==> config.mk <==
export PLATFORM = sky130hd
export DESIGN_NAME = divisor_sequencial
export DESIGN_NICKNAME = d
export VERILOG_FILES = /design/src/rtl/divisor_sequencial.sv
export SDC_FILE = /design/constraint.sdc
export NUM_CORES = 1
export LEC_CHECK = 0
export BUFFER_PORTS_ARGS = -buffer_cell sky130_fd_sc_hd__buf_2
export CAP_MARGIN = 15
export CORE_ASPECT_RATIO = 0.75
export CORE_UTILIZATION = 60
export CTS_BUF_LIST = sky130_fd_sc_hd__clkbuf_4
export DETAILED_ROUTE_END_ITERATION = 7
export GPL_ROUTABILITY_DRIVEN = 0
export PLACE_DENSITY = 0.89
export REMOVE_ABC_BUFFERS = 1
export SYNTH_ARGS = -nofsm -noshare
export SYNTH_HDL_FRONTEND = slang
export SYNTH_SLANG_ARGS = --single-unit
==> constraint.sdc <==
create_clock -name clk -period 3.7 [get_ports clk]
set_input_delay 0.185 -clock clk [delete_from_list [all_inputs] [get_ports clk]]
set_output_delay 0.185 -clock clk [all_outputs]
set_load 0.01 [all_outputs]
==> src/rtl/divisor_sequencial.sv <==
// Multi-cycle restoring divider, one quotient bit per clock.
// Unsigned or two's-complement operands; flags divide-by-zero and overflow.
module divisor_sequencial #(
  parameter int WIDTH     = 8,
  parameter bit SIGNED_EN = 1'b1
) (
  input  logic             clk,
  input  logic             rst,
  input  logic             start,
  input  logic             signed_mode,
  input  logic [WIDTH-1:0] dividend,
  input  logic [WIDTH-1:0] divisor,
  output logic             busy,
  output logic             done,
  output logic [WIDTH-1:0] quotient,
  output logic [WIDTH-1:0] remainder,
  output logic             err,
  output logic             ovf
);

  localparam int CW = $clog2(WIDTH);

  typedef enum logic [1:0] {
    IDLE,
    RUN,
    FINISH
  } state_t;

  state_t state_q, state_d;

  logic [CW-1:0]    cnt_q, cnt_d;
  logic [WIDTH:0]   a_q, a_d;
  logic [WIDTH:0]   b_q, b_d;
  logic [WIDTH:0]   r_q, r_d;
  logic [WIDTH-1:0] q_q, q_d;
  logic [WIDTH-1:0] araw_q, araw_d;
  logic             sign_q_q, sign_q_d;
  logic             sign_r_q, sign_r_d;
  logic             dz_q, dz_d;
  logic             ovfp_q, ovfp_d;
  logic [WIDTH-1:0] quotient_q, quotient_d;
  logic [WIDTH-1:0] remainder_q, remainder_d;
  logic             err_q, err_d;
  logic             ovf_q, ovf_d;
  logic             done_q, done_d;

  logic             smode;
  logic [WIDTH:0]   a_ext, b_ext;
  logic [WIDTH:0]   a_mag, b_mag;
  logic [WIDTH:0]   p;
  logic [WIDTH+1:0] t;
  logic [WIDTH-1:0] rmag;
  logic             unused_bits;

  always_comb begin
    smode = SIGNED_EN & signed_mode;
    a_ext = {smode & dividend[WIDTH-1], dividend};
    b_ext = {smode & divisor[WIDTH-1], divisor};
    // Extra bit keeps the most-negative value's magnitude representable
    a_mag = a_ext[WIDTH] ? -a_ext : a_ext;
    b_mag = b_ext[WIDTH] ? -b_ext : b_ext;
    p     = {r_q[WIDTH-1:0], a_q[cnt_q]};
    t     = {1'b0, p} - {1'b0, b_q};
    rmag  = r_q[WIDTH-1:0];
    unused_bits = r_q[WIDTH];
  end

  always_comb begin
    state_d     = state_q;
    cnt_d       = cnt_q;
    a_d         = a_q;
    b_d         = b_q;
    r_d         = r_q;
    q_d         = q_q;
    araw_d      = araw_q;
    sign_q_d    = sign_q_q;
    sign_r_d    = sign_r_q;
    dz_d        = dz_q;
    ovfp_d      = ovfp_q;
    quotient_d  = quotient_q;
    remainder_d = remainder_q;
    err_d       = err_q;
    ovf_d       = ovf_q;
    done_d      = 1'b0;
    unique case (state_q)
      IDLE: begin
        // The done cycle is still IDLE but must not accept
        if (start && !done_q) begin
          a_d      = a_mag;
          b_d      = b_mag;
          r_d      = '0;
          q_d      = '0;
          araw_d   = dividend;
          cnt_d    = CW'(WIDTH - 1);
          sign_q_d = a_ext[WIDTH] ^ b_ext[WIDTH];
          sign_r_d = a_ext[WIDTH];
          dz_d     = (divisor == '0);
          ovfp_d   = smode
                     && (dividend == {1'b1, {(WIDTH-1){1'b0}}})
                     && (divisor == '1);
          state_d  = (divisor == '0) ? FINISH : RUN;
        end
      end
      RUN: begin
        if (!t[WIDTH+1]) begin
          r_d = t[WIDTH:0];
          q_d = {q_q[WIDTH-2:0], 1'b1};
        end else begin
          r_d = p;
          q_d = {q_q[WIDTH-2:0], 1'b0};
        end
        cnt_d = cnt_q - 1'b1;
        if (cnt_q == '0) state_d = FINISH;
      end
      FINISH: begin
        done_d = 1'b1;
        if (dz_q) begin
          quotient_d  = '1;
          remainder_d = araw_q;
          err_d       = 1'b1;
          ovf_d       = 1'b0;
        end else begin
          quotient_d  = sign_q_q ? -q_q : q_q;
          remainder_d = sign_r_q ? -rmag : rmag;
          err_d       = 1'b0;
          ovf_d       = ovfp_q;
        end
        state_d = IDLE;
      end
      default: state_d = IDLE;
    endcase
  end

  always_ff @(posedge clk or posedge rst) begin
    if (rst) begin
      state_q     <= IDLE;
      cnt_q       <= '0;
      a_q         <= '0;
      b_q         <= '0;
      r_q         <= '0;
      q_q         <= '0;
      araw_q      <= '0;
      sign_q_q    <= 1'b0;
      sign_r_q    <= 1'b0;
      dz_q        <= 1'b0;
      ovfp_q      <= 1'b0;
      quotient_q  <= '0;
      remainder_q <= '0;
      err_q       <= 1'b0;
      ovf_q       <= 1'b0;
      done_q      <= 1'b0;
    end else begin
      state_q     <= state_d;
      cnt_q       <= cnt_d;
      a_q         <= a_d;
      b_q         <= b_d;
      r_q         <= r_d;
      q_q         <= q_d;
      araw_q      <= araw_d;
      sign_q_q    <= sign_q_d;
      sign_r_q    <= sign_r_d;
      dz_q        <= dz_d;
      ovfp_q      <= ovfp_d;
      quotient_q  <= quotient_d;
      remainder_q <= remainder_d;
      err_q       <= err_d;
      ovf_q       <= ovf_d;
      done_q      <= done_d;
    end
  end

  assign busy      = (state_q != IDLE);
  assign done      = done_q;
  assign quotient  = quotient_q;
  assign remainder = remainder_q;
  assign err       = err_q;
  assign ovf       = ovf_q;

endmodule

==> flow_summary.json <==
{
  "status": "finished, final reports clean",
  "drt-total-wl_um": 8977,
  "dp_hpwl_um": 6290,
  "numCtsBuffers": 9,
  "hp-class": "primary input to flip-flop",
  "async_reset_ff_share_pct": 100.0,
  "drt_iter0_markers": 363,
  "slew_headroom_pct": 27.95,
  "n_antenna_cell": 0,
  "dr.pass1.iters": 5,
  "finClkSkew_ns": 0.01947,
  "fill_cells": 462,
  "power_density_nw_per_um2": 926.8,
  "setup_viol": 0,
  "fin_util_pct": 70.94,
  "routedWlPerCell_um": 16.38,
  "synthDistinctLibCells": 51,
  "worst_path_max_delay_cell": "dfrtp_1",
  "port-buffer-count": 39,
  "synth_edf_count": 0,
  "fmax_mhz": 362.8,
  "gr-usage-all-layers_pct": 29.66,
  "drc": 0,
  "antenna_found_initial": 0,
  "cts_setup_buffers": 0,
  "critPathLaunchType": "flip-flop",
  "layout_commonest_cell": "nand2_1",
  "die_y_um": 70.85,
  "yosys_warnings": 0,
  "end_kind": "flip-flop",
  "synth-main-ff-cell": "dfrtp_1",
  "ys_ff_latch": 68,
  "min_period_over_period_pct": 74.50,
  "area_growth_pct": 11.22,
  "slowest_delay_ns": 0.46,
  "synth_area_sq_um": 3792,
  "clk_latency_ns": 0.43,
  "ir_drop_mv": 0.3710,
  "htree_num_levels": 3,
  "crit_type": "flip-flop to flip-flop",
  "fp.dieArea_sq_um": 6646,
  "viasPerCell": 6.047,
  "grt_max_degree": 53,
  "cp_common_cell": "o221ai_1",
  "num_rows": 24,
  "grt_pass1_vias": 3097,
  "grt_pass1_wl_um": 15060,
  "clk_path_buf_depth": 2,
  "crit_chain": "mux4_2, mux2i_1, ha_1, fa_1, or2b_1, a21oi_1, o32a_1, o221ai_1, o221ai_1",
  "postCtsResizedCells": 0,
  "critPathMaxFanout": 5,
  "syn_inst": 429,
  "maxCapViolCount": 0,
  "cp.arrival_ns": 3.08,
  "drive_above_1_share_pct": 14.89,
  "final_cell_mix": "nand2_1, dfrtp_1, o21ai_0",
  "ios": 40,
  "min_period_ns": 2.756,
  "synth-seq-area-share_pct": 44.87,
  "finalSetupTns_ns": 0,
  "crit_buf_inv": 0,
  "chipWidth_um": 93.80,
  "rsz0062_at_grt": "no",
  "cts_root_buf": "clkbuf_4",
  "hold_viol_final": 0,
  "num-nets-final": 502,
  "worst_pin_slew_ns": 1.081,
  "ant_nets": 0,
  "syn_area_per_cell_sq_um": 8.840,
  "p_leak_nw": 1.997,
  "cts_tree": "done",
  "clock_sinks": 68,
  "clk_pin_slew_worst_paths_ns": 0.11,
  "coreArea_sq_um": 5946,
  "vias": 3314,
  "start_util_pct": 63.78,
  "worstPathRequired_ns": 4.03,
  "finalMaxSlewViolations": 0,
  "overflow": 0,
  "crit_family": "compound AO/OA/AOI/OAI gates"
}
-- worst min-delay path, cell delays in order --
cell and delay, ns:
buf_2 0.13, nand2_1 0.06, nand2_1 0.04
-- cell type report --
class,count,area [sq um],area share (%)
Multi-Input combinational cell,320,1937,45.92
Sequential cell,68,1702,40.34
Timing Repair Buffer,45,245.2,5.814
Tap cell,78,97.59,2.314
Clock inverter,7,90.09,2.136
Inverter,21,78.83,1.869
Clock buffer,9,67.56,1.602
-- cell usage after synthesis (6+ instances only) --
library cell   n  area share [%]
dfrtp_1       68              45
nor3_1         8             1.1
nor2_1        32             3.2
nand2_1       84             8.3
xor2_1        10             2.3
a21oi_1       23             3.0
ha_1          16             5.3
o31ai_1        6             1.2
clkbuf_1      19             1.9
xnor2_1       15             3.5
o21ai_0       41             5.4
inv_1         21             2.1
nand3_1       18             2.4
mux2i_1        9             2.4
-- kinds of logic after synthesis --
group,after synthesis,synth area share (%)
flops,68,44.87
buf+inv,41,4.058
simple gates,171,20.26
xor+xnor,25,5.774
fa+ha+maj,17,5.807
mux,11,3.563
compound gates,96,15.67
-- where the power goes --
group / switching [W] / internal [W]
sequential: 0.000293 / 0.00106
clock: 0.000281 / 0.000272
combinational: 0.00118 / 0.000818
total: 0.00176 / 0.00215
-- per-layer routing --
metal	wire length (um)	share of wire, %	track usage [%]	up-vias
li1	-	-	-	1558
met1	3849	43	40.94	1569
met2	4129	46	45.99	161
met3	805	9.0	9.032	26
met4	192	2.1	7.692	0
met5	0	0	0	-
-- path summary, 6_finish.rpt --
kind / start / endpoint / slack, ns / cells past startpoint
worst max-delay path: cnt_q[0]$_DFFE_PP0P_ / r_q[6]$_DFFE_PP0P_ / 0.94 / 9
worst min-delay path: dividend[3] / araw_q[3]$_DFFE_PP0P_ / 0.04 / 3
worst max register to register: cnt_q[0]$_DFFE_PP0P_ / r_q[6]$_DFFE_PP0P_ / 0.94 / 9
worst min register to register: araw_q[5]$_DFFE_PP0P_ / araw_q[5]$_DFFE_PP0P_ / 0.49 / 2
max in group asynchronous: rst / state_q[0]$_DFFE_PP0P_ / 2.34 / 4
min in group asynchronous: rst / q_q[7]$_DFFE_PP0P_ / 0.47 / 3
-- per-stage QoR --
step,instance area [sq um],hold WS (ns),total power [W],instances,worst slack (ns)
after CTS,4218,0.01573,0.003880,548,0.9933
final,4218,0.03880,0.003909,548,0.9435
after global placement,4040,0.4118,0.003189,530,1.107
after detailed placement,4040,0.4112,0.003316,530,1.006
after global routing,4218,0.03348,0.004219,548,0.8407
after floorplan,3717,0.2904,0.002736,409,1.302
-- timing repair --
item                                   4_1_cts  5_1_grt
hold buffers                                 2        0
endpoints found under the hold margin       41        0
setup endpoints to repair                    0        0
-- state kept, by name, summed over array words and instances, names as in the netlist --
name	cells
sign_q_q	1
sign_r_q	1
done	1
a_q	8
ovf	1
state_q	2
b_q	9
remainder	8
cnt_q	3
araw_q	7
dz_q	1
err	1
q_q	8
r_q	8
quotient	8
ovfp_q	1
(Power assumes the default switching activity.)
